$ cat config.mk
export PLATFORM = sky130hd
export DESIGN_NAME = regfile_dump_reader
export DESIGN_NICKNAME = d
export VERILOG_FILES = /design/src/rtl/regfile_dump_pkg.sv /design/src/rtl/regfile_dump_reader.sv
export SDC_FILE = /design/constraint.sdc
export NUM_CORES = 1
export LEC_CHECK = 0
export ABC_AREA = 1
export CAP_MARGIN = 20
export CORE_MARGIN = 2
export CORE_UTILIZATION = 35
export DETAILED_ROUTE_END_ITERATION = 7
export GPL_ROUTABILITY_DRIVEN = 0
export PLACE_DENSITY_LB_ADDON = 0.2
export SYNTH_ARGS = -nofsm -noshare
export SYNTH_HDL_FRONTEND = slang
export SYNTH_SLANG_ARGS = --single-unit
$ cat constraint.sdc
create_clock -name CLK -period 2.2 [get_ports CLK]
set_input_delay 0.44 -clock CLK [delete_from_list [all_inputs] [get_ports CLK]]
set_output_delay 0.44 -clock CLK [all_outputs]
set_load 0.01 [all_outputs]
$ cat src/rtl/regfile_dump_pkg.sv
// Shared types for the register-file dump reader: FSM states, sizes, beat layout.
// Build option: REGFILE_DUMP_CHECKSUM_EN appends an XOR checksum beat to each dump.
// Widths here are the reader's defaults; the top must be built with matching widths.
package regfile_dump_pkg;

  localparam int ADDR_WIDTH_DEF = 5;
  localparam int DATA_WIDTH_DEF = 32;
  localparam int NUM_REGS       = 2 ** ADDR_WIDTH_DEF;

  typedef enum logic [2:0] {
    ST_IDLE      = 3'd0,
    ST_WAIT_HALT = 3'd1,
    ST_STREAM    = 3'd2,
    ST_DRAIN     = 3'd3,
    ST_FINISH    = 3'd4
  } state_e;

  // One output beat: register index, value, end-of-dump and checksum markers.
  typedef struct packed {
    logic [ADDR_WIDTH_DEF-1:0] idx;
    logic [DATA_WIDTH_DEF-1:0] data;
    logic                      last;
    logic                      csum;
  } beat_t;

endpackage

$ cat src/rtl/regfile_dump_reader.sv
// Halts the core, walks every register-file entry and streams (index, data) beats out.
// Latency: first beat one cycle after STREAM is entered, then 1 beat/cycle if the sink is ready.
// Backpressure: a beat is held stable while dump_ready_i=0; dropping halt_ack_i mid-dump aborts.
// Build option REGFILE_DUMP_CHECKSUM_EN adds a trailing XOR-checksum beat (dump_csum_o=1).
module regfile_dump_reader
  import regfile_dump_pkg::*;
#(
  parameter int ADDR_WIDTH = ADDR_WIDTH_DEF,
  parameter int DATA_WIDTH = DATA_WIDTH_DEF
) (
  input  logic                  CLK,
  input  logic                  RST_N,
  input  logic                  start_i,
  output logic                  busy_o,
  output logic                  done_o,
  output logic                  abort_o,
  output logic                  halt_req_o,
  input  logic                  halt_ack_i,
  output logic [ADDR_WIDTH-1:0] rf_addr_o,
  input  logic [DATA_WIDTH-1:0] rf_data_i,
  output logic                  dump_valid_o,
  input  logic                  dump_ready_i,
  output logic [ADDR_WIDTH-1:0] dump_idx_o,
  output logic [DATA_WIDTH-1:0] dump_data_o,
  output logic                  dump_last_o,
  output logic                  dump_csum_o
);

  localparam int                    NREGS    = 2 ** ADDR_WIDTH;
  localparam logic [ADDR_WIDTH-1:0] LAST_IDX = ADDR_WIDTH'(NREGS - 1);

  state_e                  state_q;
  logic [ADDR_WIDTH-1:0]   rd_ptr_q;
  beat_t                   beat_q;
  logic                    valid_q;
  logic                    halt_req_q;
  logic                    done_q;
  logic                    abort_q;
  logic                    out_free;
  logic [DATA_WIDTH-1:0]   csum_val;

  // The holding register may take a new beat when empty or being drained this cycle.
  assign out_free = !valid_q || dump_ready_i;

`ifdef REGFILE_DUMP_CHECKSUM_EN
  localparam bit CSUM_EN = 1'b1;
  logic [DATA_WIDTH-1:0] acc_q;

  // The checksum beat is loaded in the same cycle the final register beat is accepted,
  // so fold that beat's data in here rather than waiting for the accumulator.
  assign csum_val = acc_q ^ beat_q.data;

  // Accumulate the data of every accepted register beat; cleared as each dump begins.
  always_ff @(posedge CLK or negedge RST_N) begin
    if (!RST_N) begin
      acc_q <= '0;
    end else if (state_q == ST_WAIT_HALT && halt_ack_i) begin
      acc_q <= '0;
    end else if ((state_q == ST_STREAM || state_q == ST_DRAIN) && halt_ack_i &&
                 valid_q && dump_ready_i && !beat_q.csum) begin
      acc_q <= acc_q ^ beat_q.data;
    end
  end
`else
  localparam bit CSUM_EN = 1'b0;
  assign csum_val = '0;
`endif

  // Dump sequencer with all outputs registered.
  always_ff @(posedge CLK or negedge RST_N) begin
    if (!RST_N) begin
      state_q    <= ST_IDLE;
      rd_ptr_q   <= '0;
      beat_q     <= '0;
      valid_q    <= 1'b0;
      halt_req_q <= 1'b0;
      done_q     <= 1'b0;
      abort_q    <= 1'b0;
    end else begin
      done_q  <= 1'b0;
      abort_q <= 1'b0;
      case (state_q)
        ST_IDLE: begin
          if (start_i) begin
            halt_req_q <= 1'b1;
            state_q    <= ST_WAIT_HALT;
          end
        end
        ST_WAIT_HALT: begin
          if (halt_ack_i) begin
            rd_ptr_q <= '0;
            state_q  <= ST_STREAM;
          end
        end
        ST_STREAM: begin
          if (!halt_ack_i) begin
            valid_q    <= 1'b0;
            halt_req_q <= 1'b0;
            abort_q    <= 1'b1;
            beat_q     <= '0;
            state_q    <= ST_IDLE;
          end else if (out_free) begin
            valid_q     <= 1'b1;
            beat_q.idx  <= rd_ptr_q;
            beat_q.data <= (rd_ptr_q == '0) ? '0 : rf_data_i;
            beat_q.last <= (rd_ptr_q == LAST_IDX) && !CSUM_EN;
            beat_q.csum <= 1'b0;
            // Pointer parks on the last index instead of wrapping.
            if (rd_ptr_q == LAST_IDX) begin
              state_q <= ST_DRAIN;
            end else begin
              rd_ptr_q <= rd_ptr_q + ADDR_WIDTH'(1);
            end
          end
        end
        ST_DRAIN: begin
          if (!halt_ack_i) begin
            valid_q    <= 1'b0;
            halt_req_q <= 1'b0;
            abort_q    <= 1'b1;
            beat_q     <= '0;
            state_q    <= ST_IDLE;
          end else if (dump_ready_i) begin
            if (CSUM_EN && !beat_q.csum) begin
              beat_q.idx  <= '0;
              beat_q.data <= csum_val;
              beat_q.last <= 1'b1;
              beat_q.csum <= 1'b1;
            end else begin
              valid_q    <= 1'b0;
              halt_req_q <= 1'b0;
              done_q     <= 1'b1;
              beat_q     <= '0;
              state_q    <= ST_FINISH;
            end
          end
        end
        ST_FINISH: begin
          state_q <= ST_IDLE;
        end
        default: begin
          state_q <= ST_IDLE;
        end
      endcase
    end
  end

  assign busy_o       = (state_q != ST_IDLE);
  assign done_o       = done_q;
  assign abort_o      = abort_q;
  assign halt_req_o   = halt_req_q;
  assign rf_addr_o    = rd_ptr_q;
  assign dump_valid_o = valid_q;
  assign dump_idx_o   = beat_q.idx;
  assign dump_data_o  = beat_q.data;
  assign dump_last_o  = beat_q.last;
  assign dump_csum_o  = beat_q.csum;

endmodule
==> reports/qor.csv, run 1 <==
metric,value,unit
result of the run,"complete, no violations",
Post-Route Utilization,0.523,
via count of the first global-routing pass,2008,
leakage dissipation,1.68,nW
Final TNS setup,0,ps
"Cell Area, Synth",2300,um^2
number of buffers inserted for hold repair after clock tree synthesis,0,
post-synthesis sequential area ratio,0.543,
top post-synthesis cells by area,"dfrtp_1, nand2_1, nand3_1",
cell area power density,1030,nW/um^2
aggregate global-route resource usage,0.165,
cell row count,29,
"top cells by count, synth","nand2_1, dfrtp_1, nand3_1",
clock buffers created by TritonCTS,5,
number of post-CTS setup repair buffers,0,
# port buffers,84,
mux share of post-synthesis cell area,0,
total number of vias,2075,
Seq pwr share,0.376,
Post-Synth Adder-Cell Area,0.0163,
Horiz. Die Dim,85.1,um
time the final worst path needs with I/O delays and setup,1970,ps
initial core utilization,0.363,
first-pass GRT wire length,9600,um
relative slew slack,0.656,
Die Area,7240,um^2
number of DRC violations after detailed-routing iteration 0,92,
count of boundary I/O pins,86,
Core Region,6350,um^2
filler cell count in the final layout,616,
worst clock skew on the final layout,6.41,ps
initial antenna violation count,0,
P_sw,1.26,mW
"Net count, final",392,
synthesized netlist cell count,269,
"Data arrival, critical path",1530,ps
post-route cell area,3320,um^2
met3 demand-to-capacity share in global routing,0.0379,
area fraction of the dominant cell type after synthesis,0.543,
parity-gate share of the synthesized area counting xor and xnor cells,0.00380,
transition time at the pin with the least slew margin,516,ps
final HPWL from detailed placement,4160,um
most congested layer reported by global routing,met2,
CTS H-tree lvls,2,
pre-CTS setup slack,257,ps
number of buffers between clock root and the deepest sink,2,
Achievable Freq,507,MHz
ratio of final minimum period to clock period,0.897,
number of max-cap violations,0,
Final Max Slew Viols,0,
vias per std cell,4.83,
Final setup viols,0,
fraction of final layout cells with drive strength greater than 1,0.0680,
proportion of power drawn by the clock network,0.192,
count of yosys warnings during synthesis,0,
VDD IR max,479,uV
"Worst Path Class, Setup",reg -> out,
Sinks on Clock Net,50,
top fanout value on the critical path,5,
endpoints failing hold,0,
count of nets left with antenna violations after detail routing,0,
cell-internal power,2.15,mW
dominant synthesized flop cell,dfrtp_1,
"CTS clk-pin slew, worst paths",90,ps
average instance area after synthesis,8.56,um^2
GR Overflow Total,0,
cell accounting for the most synthesized area,dfrtp_1,
critical path startpoint category,flop,
area of placed instances,3210,um^2
CTS tree,yes,
"flops & latches, synth",50,
combinational power share,0.432,
CP required,1760,ps
number of flops mapped to enable cells by yosys,0,
Layout Area Growth over Synthesis,44.3,%
share of async-settable or async-resettable flops after synthesis,1.00,
Pre-Repair DR Iteration Count,4,
Die Ht,85.1,um
root buf cell,clkbuf_8,
unrepaired setup endpoints after global routing,false,
Post-route DRC,0,
most numerous cell in the Yosys netlist,nand2_1,
wire length reported by the detailed router,5800,um
nature of the critical path endpoint,output pin,
Synth Net Count,309,
simple-gate share of the synthesized area,0.260,
number of inserted diodes,0,
routed wirelength normalized by instance count,13.5,um
minimum setup slack in the final design,227,ps
GRT met2 Usage,0.276,
routing usage on met1,0.214,
final non-filler cell total,430,
proportion of total power due to net switching,0.369,
number of unique standard cell types used by synthesis,25,
class of the worst hold path,in -> async,
maximum number of pins on one net before global-route repair,40,
post-placement cell count,422,
Skew-Pair Late Insertion Delay,300,ps
fraction of the mapped netlist area in compound gates,0.103,
combinational family with the most area after synthesis,simple AND/OR/NAND/NOR gates,
quantity of gates resized following cts,0,
-- path summary, 6_finish.rpt --
path | slack, ps | end | cells past startpoint | start
setup / recovery | 230 | busy_o | 3 | state_q[1]$_DFFE_PN0P_
hold / removal | 100 | state_q[2]$_DFFE_PN0P_ | 1 | RST_N
setup reg to reg | 430 | rf_addr_o[1]$_DFFE_PN0P_ | 12 | rf_addr_o[0]$_DFFE_PN0P_
hold reg to reg | 490 | dump_data_o[21]$_DFFE_PN0P_ | 2 | dump_data_o[21]$_DFFE_PN0P_
max in group asynchronous | 1570 | dump_last_o$_DFFE_PN0P_ | 2 | RST_N
min in group CLK | 490 | dump_data_o[21]$_DFFE_PN0P_ | 2 | dump_data_o[21]$_DFFE_PN0P_
-- critical path, stage by stage, from the launching register on --
cell and delay [ps]:
dfrtp_1 450, inv_1 130, nand2_1 110, clkdlybuf4s50_1 540
-- layout by cell type (no fill, tap or decap), drive strengths merged --
master          n
xor2            1
nand4           1
o21ai          42
nor4            2
buf             9
nor2           15
nand3          41
nor3            1
dfrtp          50
nand2          79
ha              3
clkdlybuf4s50  83
inv            16
clkinv          1
conb            1
bufinv          1
o21bai          2
clkbuf          5
-- flip-flops by register name (all words and copies together), names as in the netlist --
signal	count
abort_o	1
done_o	1
dump_data_o	32
dump_idx_o	5
dump_last_o	1
dump_valid_o	1
halt_req_o	1
rf_addr_o	5
state_q	3
-- power by group through the flow --
stage	clock, mW	sequential, mW	combinational [mW]
finish	0.654	1.28	1.47
global route	0.726	1.32	1.63
CTS	0.680	1.28	1.49
detailed placement	0	1.30	1.49
global placement	0	1.30	1.47
floorplan	0	1.38	0.689
-- layer usage --
layer  wire length [um]  part of all wire  vias to the layer above
met3                276             0.048                        4
met2               2860              0.49                       51
met1               2610              0.45                      973
met4                 52            0.0090                        0
met5                  0                 0                        -
li1                   -                 -                     1047
-- cell type report --
class,instances,area (um^2),share of cell area
Inverter,15,56.3,0.0169
Timing Repair Buffer,92,921,0.277
Tap cell,77,96.3,0.0290
Clock buffer,5,68.8,0.0207
Sequential cell,50,1250,0.377
Multi-Input combinational cell,188,886,0.267
Clock inverter,3,43.8,0.0132
-- cell families (layout without fill, tap and decap cells) --
kind of cell | count (synthesis) | count (layout)
AO/OA/AOI/OAI | 44 | 44
XOR/XNOR | 1 | 1
adder cells (fa/ha/maj) | 3 | 3
buffers and inverters | 31 | 115
flip-flops | 50 | 50
other | 1 | 1
AND/OR/NAND/NOR | 139 | 139
-- per-stage QoR --
stage / power (mW) / hold slack (ps)
after floorplan: 2.07 / 144
after global placement: 2.77 / 441
after detailed placement: 2.79 / 443
after CTS: 3.45 / 106
after global routing: 3.67 / 129
final: 3.41 / 101
No activity file was read; power rests on OpenSTA's default activity.
==> run 2: changes to the inputs <==
==> constraint.sdc (replaced) <==
create_clock -name CLK -period 2.2 [get_ports CLK]
set_input_delay 0.22 -clock CLK [delete_from_list [all_inputs] [get_ports CLK]]
set_output_delay 0.22 -clock CLK [all_outputs]
set_load 0.01 [all_outputs]
==> reports/qor.csv, run 2 (synthesis results as in run 1) <==
metric,value,unit,change
vias per std cell,4.84,,+0.37%
aggregate global-route resource usage,0.164,,-0.00113
number of DRC violations after detailed-routing iteration 0,85,,-7.6%
result of the run,"complete, no violations",,
number of flip-flops in the largest register,32,,unchanged
R2R depth,12,,unchanged
Die Ht,85.1,um,unchanged
"Worst Path Class, Setup",reg -> out,,
GR Overflow Total,0,,unchanged
master of the slowest instance on the critical path,clkdlybuf4s50_1,,
filler cell count in the final layout,585,,-5.0%
wire length reported by the detailed router,5730,um,-1.2%
CP cell instances,inv_1 -> nand2_1 -> clkdlybuf4s50_1,,
"commonest non-fill, non-tap cells in the layout","clkdlybuf4s50_1, nand2_1, dfrtp_1, nand3_1, o21ai_0",,
"Largest stage delay, worst path",540,ps,about the same
CTS tree,yes,,
Sinks on Clock Net,50,,unchanged
most frequent standard cell in the layout excluding fill and tap cells,clkdlybuf4s50_1,,
class of the worst hold path,in -> async,,
leakage dissipation,1.67,nW,-0.38%
via count of the first global-routing pass,2022,,+0.70%
R2R Path Start,rf_addr_o[0]$_DFFE_PN0P_,,
Achievable Freq,583,MHz,+15%
maximum number of pins on one net before global-route repair,39,,-2.5%
Final TNS setup,0,ps,unchanged
Final setup viols,0,,unchanged
Worst path depth,3,,unchanged
total number of vias,2073,,-0.096%
top fanout value on the critical path,5,,unchanged
CP required,1980,ps,+220 ps
endpoints failing hold,0,,unchanged
Die Area,7240,um^2,unchanged
critical path startpoint category,flop,,
"Data arrival, critical path",1500,ps,-30 ps
number of inserted diodes,0,,unchanged
initial core utilization,0.363,,unchanged
cell area power density,1030,nW/um^2,about the same
VDD IR max,440,uV,-8.2%
minimum setup slack in the final design,484,ps,+257 ps
"Net count, final",391,,-0.26%
clock buffers created by TritonCTS,5,,unchanged
nature of the critical path endpoint,output pin,,
worst clock skew on the final layout,4.75,ps,-1.66 ps
critical path buffer and inverter count,2,,unchanged
routed wirelength normalized by instance count,13.4,um,-0.75%
count of nets left with antenna violations after detail routing,0,,unchanged
CTS H-tree lvls,2,,unchanged
final HPWL from detailed placement,4060,um,-2.4%
Layout Area Growth over Synthesis,44.7,%,
cell row count,29,,unchanged
Post-route DRC,0,,unchanged
number of post-CTS setup repair buffers,0,,unchanged
worst setup path startpoint,state_q[1]$_DFFE_PN0P_,,
Final Max Slew Viols,0,,unchanged
pre-CTS setup slack,386,ps,+129 ps
time the final worst path needs with I/O delays and setup,1720,ps,-257 ps
number of max-cap violations,0,,unchanged
Total Power Consumption,3.42,mW,+0.31%
number of buffers between clock root and the deepest sink,2,,unchanged
Skew-Pair Late Insertion Delay,300,ps,about the same
"CTS clk-pin slew, worst paths",90,ps,about the same
initial antenna violation count,0,,unchanged
ratio of final minimum period to clock period,0.780,,-0.117
Pre-Repair DR Iteration Count,4,,unchanged
Core Region,6350,um^2,unchanged
cell type group with the largest total delay on the critical path,buffers and inverters,,
count of boundary I/O pins,86,,unchanged
root buf cell,clkbuf_8,,
first-pass GRT wire length,9470,um,-1.4%
Horiz. Die Dim,85.1,um,unchanged
fraction of final layout cells with drive strength greater than 1,0.0598,,-0.00816
unrepaired setup endpoints after global routing,false,,
# port buffers,84,,unchanged
-- run 2: area by class of cell --
| type | count | area, um^2 | share of cell area |
|---|---|---|---|
| Clock inverter | 1 | 30.0 | 0.00902 |
| Inverter | 15 | 56.3 | 0.0169 |
| Sequential cell | 50 | 1250 | 0.376 |
| Tap cell | 77 | 96.3 | 0.0289 |
| Clock buffer | 6 | 82.6 | 0.0248 |
| Timing Repair Buffer | 91 | 928 | 0.279 |
| Multi-Input combinational cell | 188 | 886 | 0.266 |
-- run 2: path summary, 6_finish.rpt --
check,endpoint,slack [ps]
worst max-delay path,busy_o,480
worst min-delay path,halt_req_o$_DFFE_PN0P_,380
worst max register to register,rf_addr_o[4]$_DFFE_PN0P_,490
worst min register to register,dump_data_o[21]$_DFFE_PN0P_,490
max in group asynchronous,dump_data_o[27]$_DFFE_PN0P_,1200
min in group CLK,dump_data_o[20]$_DFFE_PN0P_,470
-- run 2: stage by stage --
stage	instances	instance area [um^2]	utilization	hold slack [ps]
floorplan	269	2300	-	-75.6
global placement	420	3210	0.505	179
detailed placement	420	3210	0.505	182
CTS	428	3330	0.525	391
global route	428	3330	0.525	410
finish	428	3330	0.525	383
-- run 2: power breakdown --
part	internal, mW	switching [mW]	leakage [nW]
combinational	0.691	0.784	0.931
clock	0.364	0.296	0.0573
sequential	1.13	0.150	0.686
-- run 2: per-layer routing --
layer,vias up,GRT usage,part of all wire
li1,1040,-,-
met1,972,0.209,0.45
met2,54,0.273,0.48
met3,7,0.0389,0.057
met4,0,0.0563,0.015
met5,-,0,0
-- run 2: what timing repair did --
item | CTS | global route
resized for setup | 0 | 0
endpoints found under the hold margin | 17 | 0
hold buffers | 1 | 0
